`src/rtl/lpf_channel_scheduler.sv`:
```
// Shared first-order IIR low-pass (y += (x - y) >>> k) time-multiplexed over NCH channels.
// Latency: vout_valid 2*NCH+1 cycles after the accepted sample tick.
// Backpressure: none; a tick during a frame is dropped and flags sticky overrun.
module lpf_channel_scheduler #(
    parameter int DIV = 50000,
    parameter int NCH = 4,
    parameter int W   = 20
) (
    input  logic             qzt_clk,
    input  logic             reset_n,
    input  logic             enable,
    input  logic             cfg_we,
    input  logic [2:0]       cfg_ch,
    input  logic [3:0]       cfg_k,
    input  logic             clear_state,
    input  logic [NCH*W-1:0] vin,
    output logic [NCH*W-1:0] vout,
    output logic             vout_valid,
    output logic             sample_tick,
    output logic             busy,
    output logic             overrun
);

    localparam int CW  = (NCH > 1) ? $clog2(NCH) : 1;
    localparam int DCW = $clog2(DIV);

    typedef enum logic [1:0] {S_IDLE, S_LOAD, S_UPDATE, S_DONE} state_t;

    state_t                state_q, state_d;
    logic [CW-1:0]         ch_q, ch_d;
    logic [DCW-1:0]        cnt_q;
    logic                  tick_pend_q, tick_pend_d;
    logic                  clr_pend_q, clr_pend_d;
    logic                  overrun_q, overrun_d;
    logic                  accept, clr_now, start, cfg_hit;

    logic [3:0]            k_q  [NCH];
    logic [3:0]            ks_q [NCH];
    logic [W-1:0]          snap_q [NCH];
    logic [W-1:0]          y_q  [NCH];
    logic [W-1:0]          x_q, yv_q, y_new;
    logic [3:0]            kk_q;
    logic signed [W:0]     diff, adj;

    assign sample_tick = enable && (cnt_q == DCW'(DIV - 1));
    assign busy        = (state_q == S_LOAD) || (state_q == S_UPDATE);
    assign vout_valid  = (state_q == S_DONE);
    assign overrun     = overrun_q;
    assign cfg_hit     = cfg_we && (32'(cfg_ch) < NCH);
    assign start       = sample_tick || tick_pend_q;

    // d is one bit wider than the samples so x - y can never wrap
    assign diff  = $signed({x_q[W-1], x_q}) - $signed({yv_q[W-1], yv_q});
    assign adj   = diff >>> kk_q;
    assign y_new = yv_q + adj[W-1:0];

    always_comb begin
        vout = '0;
        for (int c = 0; c < NCH; c++) vout[c*W +: W] = y_q[c];
    end

    always_comb begin
        state_d     = state_q;
        ch_d        = ch_q;
        tick_pend_d = tick_pend_q;
        clr_pend_d  = clr_pend_q;
        overrun_d   = overrun_q;
        accept      = 1'b0;
        clr_now     = 1'b0;
        unique case (state_q)
            S_IDLE: begin
                // a pending clear runs first; a colliding tick is replayed next cycle
                if (clr_pend_q) begin
                    clr_now     = 1'b1;
                    clr_pend_d  = 1'b0;
                    tick_pend_d = start;
                end else if (start) begin
                    accept      = 1'b1;
                    tick_pend_d = 1'b0;
                    ch_d        = '0;
                    state_d     = S_LOAD;
                    if (clear_state) clr_pend_d = 1'b1;
                end else if (clear_state) begin
                    clr_now = 1'b1;
                end
            end
            S_LOAD: state_d = S_UPDATE;
            S_UPDATE: begin
                if (ch_q == CW'(NCH - 1)) begin
                    state_d = S_DONE;
                end else begin
                    ch_d    = ch_q + CW'(1);
                    state_d = S_LOAD;
                end
            end
            S_DONE: begin
                state_d = S_IDLE;
                if (sample_tick) tick_pend_d = 1'b1;
            end
            default: state_d = S_IDLE;
        endcase
        if (state_q != S_IDLE && clear_state) clr_pend_d = 1'b1;
        if (busy && sample_tick) overrun_d = 1'b1;
    end

    always_ff @(posedge qzt_clk or negedge reset_n) begin
        if (!reset_n) begin
            state_q     <= S_IDLE;
            ch_q        <= '0;
            cnt_q       <= '0;
            tick_pend_q <= 1'b0;
            clr_pend_q  <= 1'b0;
            overrun_q   <= 1'b0;
            x_q         <= '0;
            yv_q        <= '0;
            kk_q        <= '0;
            for (int c = 0; c < NCH; c++) begin
                k_q[c]    <= '0;
                ks_q[c]   <= '0;
                snap_q[c] <= '0;
                y_q[c]    <= '0;
            end
        end else begin
            state_q     <= state_d;
            ch_q        <= ch_d;
            tick_pend_q <= tick_pend_d;
            clr_pend_q  <= clr_pend_d;
            overrun_q   <= overrun_d;

            if (!enable || sample_tick) cnt_q <= '0;
            else                        cnt_q <= cnt_q + DCW'(1);

            if (cfg_hit) k_q[cfg_ch[CW-1:0]] <= cfg_k;

            if (accept) begin
                for (int c = 0; c < NCH; c++) begin
                    ks_q[c]   <= (cfg_hit && (int'(cfg_ch) == c)) ? cfg_k : k_q[c];
                    snap_q[c] <= vin[c*W +: W];
                end
            end

            if (state_q == S_LOAD) begin
                x_q  <= snap_q[ch_q];
                yv_q <= y_q[ch_q];
                kk_q <= ks_q[ch_q];
            end

            if (clr_now) begin
                for (int c = 0; c < NCH; c++) y_q[c] <= '0;
            end else if (state_q == S_UPDATE) begin
                y_q[ch_q] <= y_new;
            end
        end
    end

endmodule

```
`config.mk`:
```
export PLATFORM = sky130hd
export DESIGN_NAME = lpf_channel_scheduler
export DESIGN_NICKNAME = d
export VERILOG_FILES = /design/src/rtl/lpf_channel_scheduler.sv
export SDC_FILE = /design/constraint.sdc
export NUM_CORES = 1
export LEC_CHECK = 0
export CORE_ASPECT_RATIO = 1.5
export CORE_MARGIN = 8
export CORE_UTILIZATION = 29
export CTS_BUF_LIST = sky130_fd_sc_hd__clkbuf_2 sky130_fd_sc_hd__clkbuf_4 sky130_fd_sc_hd__clkbuf_8
export DETAILED_ROUTE_END_ITERATION = 16
export PLACE_DENSITY = 0.51
export SLEW_MARGIN = 20
export SYNTH_ARGS = -nofsm -noshare
export SYNTH_HDL_FRONTEND = slang
export SYNTH_SLANG_ARGS = --single-unit
export TNS_END_PERCENT = 1
```
`constraint.sdc`:
```
create_clock -name qzt_clk -period 6.5 [get_ports qzt_clk]
set_input_delay 1.3 -clock qzt_clk [delete_from_list [all_inputs] [get_ports qzt_clk]]
set_output_delay 1.3 -clock qzt_clk [all_outputs]
set_load 0.05 [all_outputs]
```
==> summary.txt <==
Placement
  • Setup WS pre-CTS: slightly below 0.8 ns
  • Port Buffer Count: 175
  • DP Wirelength: 32890 um
  • Placed instance area: ~17000 um^2
  • GP Congestion: 0.8706

Worst setup path
  • Crit-path cells: inv_1 > ha_1 > inv_1 > fa_1 > a211oi_2 > o211ai_2 > a311oi_2 > o21ai_1 > xnor2_1 > nor3_1 > a311o_1 > o32ai_1 > a31oi_1 > ha_1 > o211ai_1 > o21ai_1 > o31a_1 > nor3_1 > or3_1 > a21oi_1 > o22ai_1 > xnor2_1 > a21oi_1
  • Register-to-Register Setup Slack: between 0.6 and 0.7 ns
  • Element type at the critical path start: flop
  • WP buf/inv: 2
  • CP Depth: 23
  • Worst Reg-to-Reg Cells: 23
  • CP Capture Type: flop
  • Crit path required time: between 6 and 7 ns
  • Crit-path slowest cell: xnor2_1
  • FF-to-FF Start: x_q[0]
  • WP data arrival: 6.22 ns
  • Reg-to-Reg End: vout[39]
  • Largest stage delay, worst path: around 0.47 ns
  • Top delay family on crit path: compound AO/OA/AOI/OAI gates
  • Worst-path maximum fanout: 4
  • Critical path class: reg2reg

Timing
  • RSZ-0062 raised after global routing: false
  • Slew @ Worst Pin: ~0.92 ns
  • Final worst slack: slightly below 0.7 ns
  • Final hold vios: 0
  • Fmax achieved: between 150 and 200 MHz
  • Pins Over Slew Limit: 0
  • Fin crit share: 0.8952
  • Rel. slew slack: 0.3885
  • TNS Setup: 0 ns
  • Min cycle time layout: a little under 6 ns
  • Setup violators final: 0
  • Layout Skew: between 0.015 and 0.02 ns

Drt
  • Vias per cell: roughly 5.1
  • Post-DRT Antenna Nets: 0
  • WL final: about 45000 um
  • DRT iter0 DRCs: approximately 580
  • First-pass DRT Iterations: 5
  • DRC: 0
  • Vias: between 10000 and 15000
  • Wire per inst: between 20 and 25 um

Global route
  • Most Used Layer, Global Route: met2
  • Total GRT Usage: 0.1561
  • GRT overflow: 0
  • Largest net degree at the start of global routing: 120
  • Met2 usage: 0.2761
  • Met3 Use GR: 0.02396
  • First-pass GRT wire length: roughly 69000 um
  • Vias in the first global route: 11450
  • Routing usage on met1: 0.1812
  • Initial antenna violation count: 3

Finish
  • Nets: around 1600
  • Design Area, Final: around 17000 um^2
  • Final core utilization: 0.3594
  • Area Growth Syn to Fin: 22.38%
  • Ratio of cells with drive above 1 in the final layout: 0.1983

Min path
  • Hold Path End: overrun
  • Worst min-delay path category: reg2reg
  • HP Start: overrun
  • Hold Path Depth: 1

Die
  • I/O pins: approximately 180
  • Die Wd: between 150 and 200 um
  • Die extent in y: between 200 and 300 um
  • Core footprint: roughly 50000 um^2
  • Die area: 56810 um^2
  • Initial Util: 0.2937
  • Cell row count: just under 100

Clock network
  • CTS tree: done
  • Htree depth: 2
  • Clock sinks: 259
  • CTS max path bufs: 3
  • Post-CTS Setup Bufs: 0
  • Reg clk slew, reported paths: 0.06 ns
  • Root Buffer: clkbuf_8
  • Cts bufs inserted: 43
  • Cts-stage hold buffer count: 0
  • PostCTS Resize Cnt: 0
  • Clk_lat worst skew: 0.56 ns

Power
  • Comb power frac: 0.043
  • Clock power frac: 0.442
  • Power density over the cells: roughly 180 nW/um^2
  • VDD IR max: about 0.14 mV
  • Sw Pwr: around 0.73 mW
  • Leak: 7.559 nW
  • P_int: approximately 2.5 mW
  • Pwr Total: ~3.2 mW
  • Sw Ratio: 0.2304
  • Seq pwr share: 0.515

Logic synthesis
  • Cells after Synth: 1336
  • Cell Area, Synth: around 14000 um^2
  • Count of cell types in the netlist: between 80 and 90
  • Sequential share of the synthesized area: 0.4533
  • Synth async-reset ratio: 1.000
  • Register bit total from synthesis: ~260
  • Syn Nets: roughly 1500
  • Synthesis Warnings: 0
  • Post-synth EDFFs: 0
  • Post-Syn Area per Cell: 10.70 um^2
  • Top FF cell, synth: dfrtp_1

Run
  • Max-cap violations: 0

Status
  • Status: complete, no violations
==> logic make-up (layout without fill, tap and decap cells) <==
family | after synthesis | in the layout | share of synthesized area
and+or+nand+nor | 374 | 374 | 0.1168
AOI/OAI and AO/OA | 288 | 288 | 0.1312
DFF | 259 | 259 | 0.4533
muxes | 197 | 197 | 0.1914
buffers and inverters | 121 | 298 | 0.03264
adders and majority gates | 52 | 52 | 0.04656
xor gates and xnor gates | 45 | 45 | 0.02809
other | 0 | 3 | 0
==> worst register-to-register path, stage by stage (launching register included) <==
cell and delay (ns):
dfrtp_1 0.36, inv_1 0.07, ha_1 0.15, inv_1 0.05
fa_1 0.43, a211oi_2 0.26, o211ai_2 0.20, a311oi_2 0.44
o21ai_1 0.12, xnor2_1 0.47, nor3_1 0.09, a311o_1 0.32
o32ai_1 0.35, a31oi_1 0.10, ha_1 0.40, o211ai_1 0.10
o21ai_1 0.34, o31a_1 0.21, nor3_1 0.09, or3_1 0.43
a21oi_1 0.16, o22ai_1 0.11, xnor2_1 0.30, a21oi_1 0.12
==> metal layers <==
layer	routed length [um]	vias to the layer above
met1	17810	5503
li1	-	5137
met3	1913	82
met2	23230	264
met5	0	-
met4	1986	0
==> layout make-up <==
class | instances | area (um^2)
Fill cell | 4833 | 31180
Multi-Input combinational cell | 956 | 7376
Sequential cell | 259 | 6486
Timing Repair Buffer | 184 | 1837
Tap cell | 656 | 820.8
Clock buffer | 62 | 759.5
Inverter | 44 | 165.2
Clock inverter | 8 | 45.04
Antenna cell | 3 | 7.507
==> flip-flops by register name (all words and copies together) (netlist names) <==
register	cells
ch_q	2
clr_pend_q	1
cnt_q	16
k_q	16
kk_q	4
ks_q	16
overrun	1
snap_q	80
state_q	2
tick_pend_q	1
vout	80
x_q	20
yv_q	20
==> power groups by stage <==
| stage | logic, mW | registers, mW | clock network [mW] |
|---|---|---|---|
| floorplan | 0.0363 | 1.67 | 0 |
| global placement | 0.138 | 1.67 | 0 |
| detailed placement | 0.140 | 1.67 | 0 |
| CTS | 0.141 | 1.64 | 1.46 |
| global route | 0.152 | 1.64 | 1.53 |
| finish | 0.137 | 1.64 | 1.41 |
==> placed cells by master (no fill, tap or decap), drive strengths merged, types with 11 or more instances in the layout <==
master	count
inv	43
clkbuf	62
nor3	24
a21o	13
dfrtp	259
xor2	18
xnor2	27
mux4	47
clkdlybuf4s50	174
nor2	111
a21oi	100
mux2	141
and3	11
ha	50
nand3	47
o21ai	79
nand2	134
==> per-stage QoR <==
stage / hold slack (ns) / instances
5_1_grt: 0.4775 / 2172
6_report: 0.4572 / 2172
2_1_floorplan: 0.4251 / 1336
3_5_place_dp: 0.4461 / 2099
3_3_place_gp: 0.4414 / 2099
4_1_cts: 0.4632 / 2169
==> synthesized netlist by cell type, types with 10 or more instances <==
| master | n | area (um^2) |
|---|---|---|
| clkbuf_1 | 58 | 217.7 |
| ha_1 | 50 | 625.6 |
| nand3_1 | 47 | 235.2 |
| a21o_1 | 13 | 97.59 |
| nand2_1 | 134 | 503.0 |
| a21oi_1 | 99 | 495.5 |
| inv_1 | 42 | 157.7 |
| mux4_2 | 47 | 1059 |
| mux2_2 | 140 | 1577 |
| dfrtp_1 | 259 | 6481 |
| nor3_1 | 22 | 110.1 |
| buf_2 | 10 | 50.05 |
| xor2_1 | 18 | 157.7 |
| xnor2_1 | 26 | 227.7 |
| o21ai_0 | 70 | 350.3 |
| nor2_1 | 111 | 416.7 |
| and3_1 | 10 | 62.56 |
==> worst max path at each step <==
stage | start | end
4_1_cts | x_q[0] | vout[39]
6_report | x_q[0] | vout[39]
2_1_floorplan | x_q[0] | vout[39]
5_1_grt | x_q[0] | vout[38]
3_3_place_gp | x_q[0] | vout[34]
3_5_place_dp | x_q[0] | vout[39]
(Power assumes the default switching activity.)
